$ cat config.mk
export PLATFORM = sky130hd
export DESIGN_NAME = wb_stage
export DESIGN_NICKNAME = d
export VERILOG_FILES = /design/src/rtl/wb_stage_pkg.sv /design/src/rtl/wb_stage_load_ext.sv /design/src/rtl/wb_stage.sv
export SDC_FILE = /design/constraint.sdc
export NUM_CORES = 1
export LEC_CHECK = 0
export ABC_AREA = 1
export CORE_UTILIZATION = 29
export CTS_BUF_LIST = sky130_fd_sc_hd__clkbuf_8
export DETAILED_ROUTE_END_ITERATION = 12
export SLEW_MARGIN = 40
export SYNTH_ARGS = -nofsm -noshare
export SYNTH_HDL_FRONTEND = slang
export SYNTH_SLANG_ARGS = --single-unit
$ cat constraint.sdc
create_clock -name Clk -period 2.94 [get_ports Clk]
set_clock_uncertainty 0.2 [all_clocks]
set_input_delay 0.882 -clock Clk [delete_from_list [all_inputs] [get_ports Clk]]
set_output_delay 0.882 -clock Clk [all_outputs]
set_load 0.005 [all_outputs]
$ cat src/rtl/wb_stage_pkg.sv
// rtl/wb_stage_pkg.sv - shared encodings, widths and the WB register layout for wb_stage
package wb_stage_pkg;

  localparam int DW = 32;
  localparam int AW = 5;

  typedef enum logic [2:0] {
    LD_W  = 3'd0,
    LD_B  = 3'd1,
    LD_BU = 3'd2,
    LD_H  = 3'd3,
    LD_HU = 3'd4
  } ld_type_e;

  typedef enum logic [1:0] {
    WS_ALU  = 2'd0,
    WS_MEM  = 2'd1,
    WS_LINK = 2'd2
  } wsel_e;

  typedef struct packed {
    logic          valid;
    logic          regwrite;
    logic [AW-1:0] a3;
    logic [1:0]    wsel;
    logic [2:0]    ld_type;
    logic [1:0]    byte_off;
    logic [DW-1:0] alu_res;
    logic [DW-1:0] mem_rd;
    logic [DW-1:0] pc8;
  } wb_regs_t;

endpackage

$ cat src/rtl/wb_stage_load_ext.sv
// rtl/wb_stage_load_ext.sv - combinational byte/halfword extract and sign/zero extend of a loaded word
// Little-endian lanes; halfword lane picked by byte_off[1] alone, unknown load types pass the word through.
module load_ext
  import wb_stage_pkg::*;
(
  input  logic [2:0]    i_ld_type,
  input  logic [1:0]    i_byte_off,
  input  logic [DW-1:0] i_mem_rd,
  output logic [DW-1:0] o_ld_data
);

  logic [7:0]  w_byte;
  logic [15:0] w_half;

  assign w_byte = i_mem_rd[8*i_byte_off +: 8];
  assign w_half = i_byte_off[1] ? i_mem_rd[31:16] : i_mem_rd[15:0];

  always_comb begin
    o_ld_data = i_mem_rd;
    case (i_ld_type)
      LD_B:    o_ld_data = {{24{w_byte[7]}}, w_byte};
      LD_BU:   o_ld_data = {24'd0, w_byte};
      LD_H:    o_ld_data = {{16{w_half[15]}}, w_half};
      LD_HU:   o_ld_data = {16'd0, w_half};
      default: o_ld_data = i_mem_rd;
    endcase
  end

endmodule

$ cat src/rtl/wb_stage.sv
// rtl/wb_stage.sv - MEM/WB pipeline register and writeback data select driving the GPR write port
// Optional retire counter output W_RetireCnt is built when WB_RETIRE_CNT_EN is defined.
module wb_stage #(
  parameter int DW = 32,
  parameter int AW = 5
) (
  input  logic          Clk,
  input  logic          Rst,
  input  logic          Stall,
  input  logic          Flush,
  input  logic          M_Valid,
  input  logic          M_RegWrite,
  input  logic [AW-1:0] M_A3,
  input  logic [1:0]    M_WSel,
  input  logic [2:0]    M_LdType,
  input  logic [1:0]    M_ByteOff,
  input  logic [DW-1:0] M_ALURes,
  input  logic [DW-1:0] M_MemRD,
  input  logic [DW-1:0] M_PC8,
  output logic          W_Valid,
  output logic          W_We,
  output logic [AW-1:0] W_A3,
  output logic [DW-1:0] W_WD
`ifdef WB_RETIRE_CNT_EN
  ,
  output logic [31:0]   W_RetireCnt
`endif
);

  import wb_stage_pkg::*;

  wb_regs_t r_wb;
  logic [DW-1:0] w_ld_data;

  always_ff @(posedge Clk) begin
    if (!Rst) begin
      r_wb <= '0;
    end else if (Flush) begin
      r_wb <= '0;
    end else if (!Stall) begin
      r_wb.valid    <= M_Valid;
      r_wb.regwrite <= M_RegWrite;
      r_wb.a3       <= M_A3;
      r_wb.wsel     <= M_WSel;
      r_wb.ld_type  <= M_LdType;
      r_wb.byte_off <= M_ByteOff;
      r_wb.alu_res  <= M_ALURes;
      r_wb.mem_rd   <= M_MemRD;
      r_wb.pc8      <= M_PC8;
    end
  end

  load_ext u_load_ext (
    .i_ld_type (r_wb.ld_type),
    .i_byte_off(r_wb.byte_off),
    .i_mem_rd  (r_wb.mem_rd),
    .o_ld_data (w_ld_data)
  );

  // The regfile bypass depends on We never being raised for $0.
  assign W_Valid = r_wb.valid;
  assign W_We    = r_wb.valid & r_wb.regwrite & (r_wb.a3 != '0);
  assign W_A3    = r_wb.a3;

  always_comb begin
    W_WD = r_wb.alu_res;
    case (r_wb.wsel)
      WS_MEM:  W_WD = w_ld_data;
      WS_LINK: W_WD = r_wb.pc8;
      default: W_WD = r_wb.alu_res;
    endcase
  end

`ifdef WB_RETIRE_CNT_EN
  logic [31:0] r_retire_cnt;

  // An instruction retires when it leaves WB; a flush still lets the current one go.
  always_ff @(posedge Clk) begin
    if (!Rst) begin
      r_retire_cnt <= '0;
    end else if (r_wb.valid && !Stall) begin
      r_retire_cnt <= r_retire_cnt + 32'd1;
    end
  end

  assign W_RetireCnt = r_retire_cnt;
`endif

endmodule

Yosys cells after proc, flatten, opt, wreduce, memory -nomap -nowiden --
Cells that the tools add are included. W data, S select, Z words.
Operators by class: shift-type cells 1, div/mod/pow operators 0, reduce and logical (&&, ||, !) cells 2, muxes and demuxes 3, multiply operators 0, magnitude comparators 0, bitwise logic cells 3, equal/unequal tests 6, add/sub/neg operators 0
Operator list (count):
- $pmux W32 S4 | 1
- $pmux W32 S2 | 1
- $shiftx A32 B6 Y8 | 1
- $mux W16 | 1
- $eq A3 B2 Y1 const B | 2
- $reduce_bool A5 Y1 | 1
- $eq A3 B1 Y1 const B | 1
- $eq A3 B3 Y1 const B | 1
- $and A1 B1 Y1 | 2
- $eq A2 B1 Y1 const B | 1
- $eq A2 B2 Y1 const B | 1
- $reduce_or A2 Y1 | 1
- $not A1 Y1 | 1
Storage, ports and cells: memories kept 0, word-level logic and storage cells 24, bits in latches 0, ROM bits 0, output and inout bits 39, input bits 114, RAM bits 0, register bits 110

Depth between registers and ports, before layout --
word-level depth 3, depth in mapped cells 9, mapped depth without buffers 8

Hierarchy --
From an unflattened synthesis, not the netlist that was laid out.
Unflattened totals: cells, all modules 934, area, all modules 5790.6 µm²
Modules (own cells, without submodules):
- wb_stage | times used 1, cells each 702, area each 4727.0 µm²
- load_ext | times used 1, cells each 232, area each 1063.5 µm²

Worst setup path before layout --
OpenSTA, ideal clock, no wires.
path kind register -> output, start register r_wb[101] (netlist bit), end output W_WD[0], path slack 0.503 ns, required time 1.858 ns, data arrival time 1.355 ns, cell stages (with the launch flop) 8, path through dfxtp_1 -> inv_1 -> ha_1 -> clkbuf_1 -> inv_1 -> clkbuf_1 -> nor2_1 -> a21oi_1
On the way: longest elaborated chain between the ends 2, elaborated cells on any way between the ends 3
Ends and longest elaborated chain:
- start, declared | line wb_stage.sv:32 | wb_regs_t r_wb;
- $eq A2 B2 Y1 or $eq A2 B1 Y1 (tied branches) | line wb_stage.sv:67 | case (r_wb.wsel)
- $pmux W32 S2 (*) | line wb_stage.sv:67
- end, declared | line wb_stage.sv:23 | output logic [DW-1:0] W_WD
Mark *: on every way between the ends. The rest lies on a longest branch, timed or not.

Worst setup path after layout --
start register r_wb[99] (netlist bit), end output W_WD[1]
On the way: longest elaborated chain between the ends 3, elaborated cells on any way between the ends 6
Ends and longest elaborated chain:
- $eq A3 B3 Y1 (tied with other cells) | line wb_stage_load_ext.sv:20 | case (i_ld_type)
- $pmux W32 S4 (*) | line wb_stage_load_ext.sv:20
- $pmux W32 S2 (*) | line wb_stage.sv:67
Marks and branches as above.

==> impl_metrics.yaml <==
floorplanning:
  fp.coreArea_sq_um: 18200
  die_h_microns: 139
  dieWidth_microns: 139
  ioPinCount: 153
  die_area_sq_um: 19400
  start_util: 0.300
  rows: 49
yosys:
  ys_seq_elements: 110
  synthDistinctLibCells: 24
  synth_area_sq_um: 5470
  synth_top_cells_by_area: "dfxtp_1 (40%), nand2_1 (15%), a21oi_1 (12%)"
  syn_area_per_cell_sq_um: 7.01
  synth-seq-area-share: 0.403
  postSynthCellCount: 780
  synth_area_leader_cell: "dfxtp_1"
  yosysTopAreaCellShare: 0.403
  synth_nets: 896
  ys_warn_count: 0
worst_setup_path:
  crit_path_max_fanout: 7
  crit_arrival_ns: 1.90
  startpoint_type: "flop"
  crit_type: "flop to output port"
  critPathCaptureType: "output port"
  cp.required_ns: 1.86
global_routing:
  grt_pass1_wl_microns: 28800
  met2_usage: 0.303
  grt_use_met1: 0.246
  grt_use_met3: 0.0595
  grt_antenna_before_repair: 0
  grt_pass1_vias: 5364
  grt-ovfl-total: 0
  track_usage: 0.189
  grt_start_max_net_pins: 68
  busiest_layer: "met2"
sta:
  worst_slew_pin_slew_ns: 0.383
  setup_ws_ns: -0.0379
  hold_violations: 0
  drv_slew: 0
  fmaxAchievable_mhz: 336
  relSlewSlack: 0.744
  finalSetupViolCount: 14
  rsz0062_at_grt: "true"
  fin_crit_ns: 2.98
  fin_crit_sh: 1.01
  setup_tns_ns: -0.269
pwr:
  irDropWorstVdd_uv: 246
  powerDensity_nw_per_um2: 419
  power_leakage_uw: 0.00296
  p_int_uw: 2350
  power.switching_uw: 973
  power_uw: 3320
  p_sw_frac: 0.293
  pwr-share-comb: 0.246
  p_seq_frac: 0.473
  power.share.clock: 0.281
layout:
  nets: 1060
  area_growth_pct: 44.8
  layout_commonest_cell: "nand2_1"
  mostFrequentLayoutCells: "nand2_1 (204), clkdlybuf4s50_1 (119), dfxtp_1 (107), a21oi_1 (107), nor2_1 (80)"
  num-fill-cells: 1863
  antenna_cells: 0
  regArea_sq_um: 2210
  drive_gt1_frac: 0.230
  multi_input_area_sq_um: 3030
  fin_area_sq_um: 7920
  final_core_util: 0.435
drt:
  vias_per_cell: 4.77
  postRouteAntennaNets: 0
  drt_iter0_drc: 325
  detail_route.wirelength_microns: 18200
  wire_per_inst_microns: 15.5
  drt_pass1_iterations: 5
  vias: 5610
  drc_errors: 0
placed_design:
  dpl_cell_area_sq_um: 7370
  dp_hpwl_microns: 12600
  port_buffers: 152
  gp_congestion: 0.887
  dp_slack_ns: -0.177
cts:
  clk_pin_slew_worst_paths_ns: 0.10
  numCtsBuffers: 9
  clockBufferDepth: 2
  cts-root-buf: "clkbuf_8"
  htree_num_levels: 3
  clock_sink_count: 110
  clock_latency_ns: 0.39
  cts_tree: "built"
  cts_hold_buf: 0
status:
  violations: "setup timing"
  status: "finished, violations left"
flow_run:
  cap_viol_max_count: 0
worst_hold_path:
  hp-class: "flop to flop"
-- per-stage QoR --
step                      hold WS [ns]  cells
final                            0.262   1177
after global routing             0.284   1177
after CTS                        0.265   1175
after detailed placement         0.250   1141
after global placement           0.248   1141
after floorplan                  0.237    780
-- cell type report --
cell class | count | area share
multi-input combinational | 563 | 0.382
tap | 229 | 0.0362
clock inverter | 5 | 0.00648
timing repair buffer | 213 | 0.255
inverter | 47 | 0.0229
clock buffer | 10 | 0.0174
sequential | 110 | 0.279
-- cells in the mapped netlist (all sizes together) --
cell type,n
nand3,33
inv,47
clkbuf,35
ha,2
nand2,230
nand4,1
a211oi,39
a21oi,167
nor2,81
o21ai,7
dfxtp,110
buf,27
nor3,1
-- power groups by stage --
stage	clock network [uW]	logic (uW)	registers [uW]
after detailed placement	0	746	1600
after floorplan	0	362	1600
after global placement	0	750	1600
after CTS	963	801	1570
final	934	817	1570
after global routing	1020	888	1580
-- final timing paths --
| kind | start | to | slack (ns) | cells after the start |
|---|---|---|---|---|
| max | r_wb[99]$_SDFFE_PP0N_ | W_WD[1] | -0.04 | 11 |
| min | r_wb[88]$_SDFFE_PP0N_ | r_wb[88]$_SDFFE_PP0N_ | 0.26 | 2 |
| max reg2reg | r_wb[99]$_SDFFE_PP0N_ | r_wb[99]$_SDFFE_PP0N_ | 1.70 | 5 |
| min reg2reg | r_wb[88]$_SDFFE_PP0N_ | r_wb[88]$_SDFFE_PP0N_ | 0.26 | 2 |
-- what timing repair did --
action,CTS,global route
gates resized for setup,188,15
pin swaps,30,24
buffers inserted,19,1
setup endpoints to repair,32,32
gates cloned,2,1
-- sequential cells by signal, indices dropped and copies added, names as in the netlist --
register,count
W_Valid,1
r_wb,104
W_A3,5
-- cells by family after synthesis --
kind of cell / Yosys count / share of synthesized area
AO/OA/AOI/OAI: 213 / 0.240
adder cells (fa/ha/maj): 2 / 0.00458
buffers and inverters: 109 / 0.0890
flip-flops: 110 / 0.403
AND/OR/NAND/NOR: 346 / 0.263
-- critical path: stages, from the launching register on --
cell and delay, ns:
dfxtp_4 0.37, buf_6 0.12, inv_4 0.05, nand3_4 0.07
nand2_4 0.10, buf_12 0.11, nor2_8 0.04, buf_12 0.15
a21oi_2 0.12, nand2_1 0.09, a21oi_1 0.14, buf_2 0.14
-- metal layers --
metal / up-vias / wire [microns]
li1: 2869 / -
met5: - / 0
met2: 163 / 8410
met3: 19 / 1320
met4: 0 / 252
met1: 2559 / 8250
Note: power is estimated with default switching activity, not from simulation.
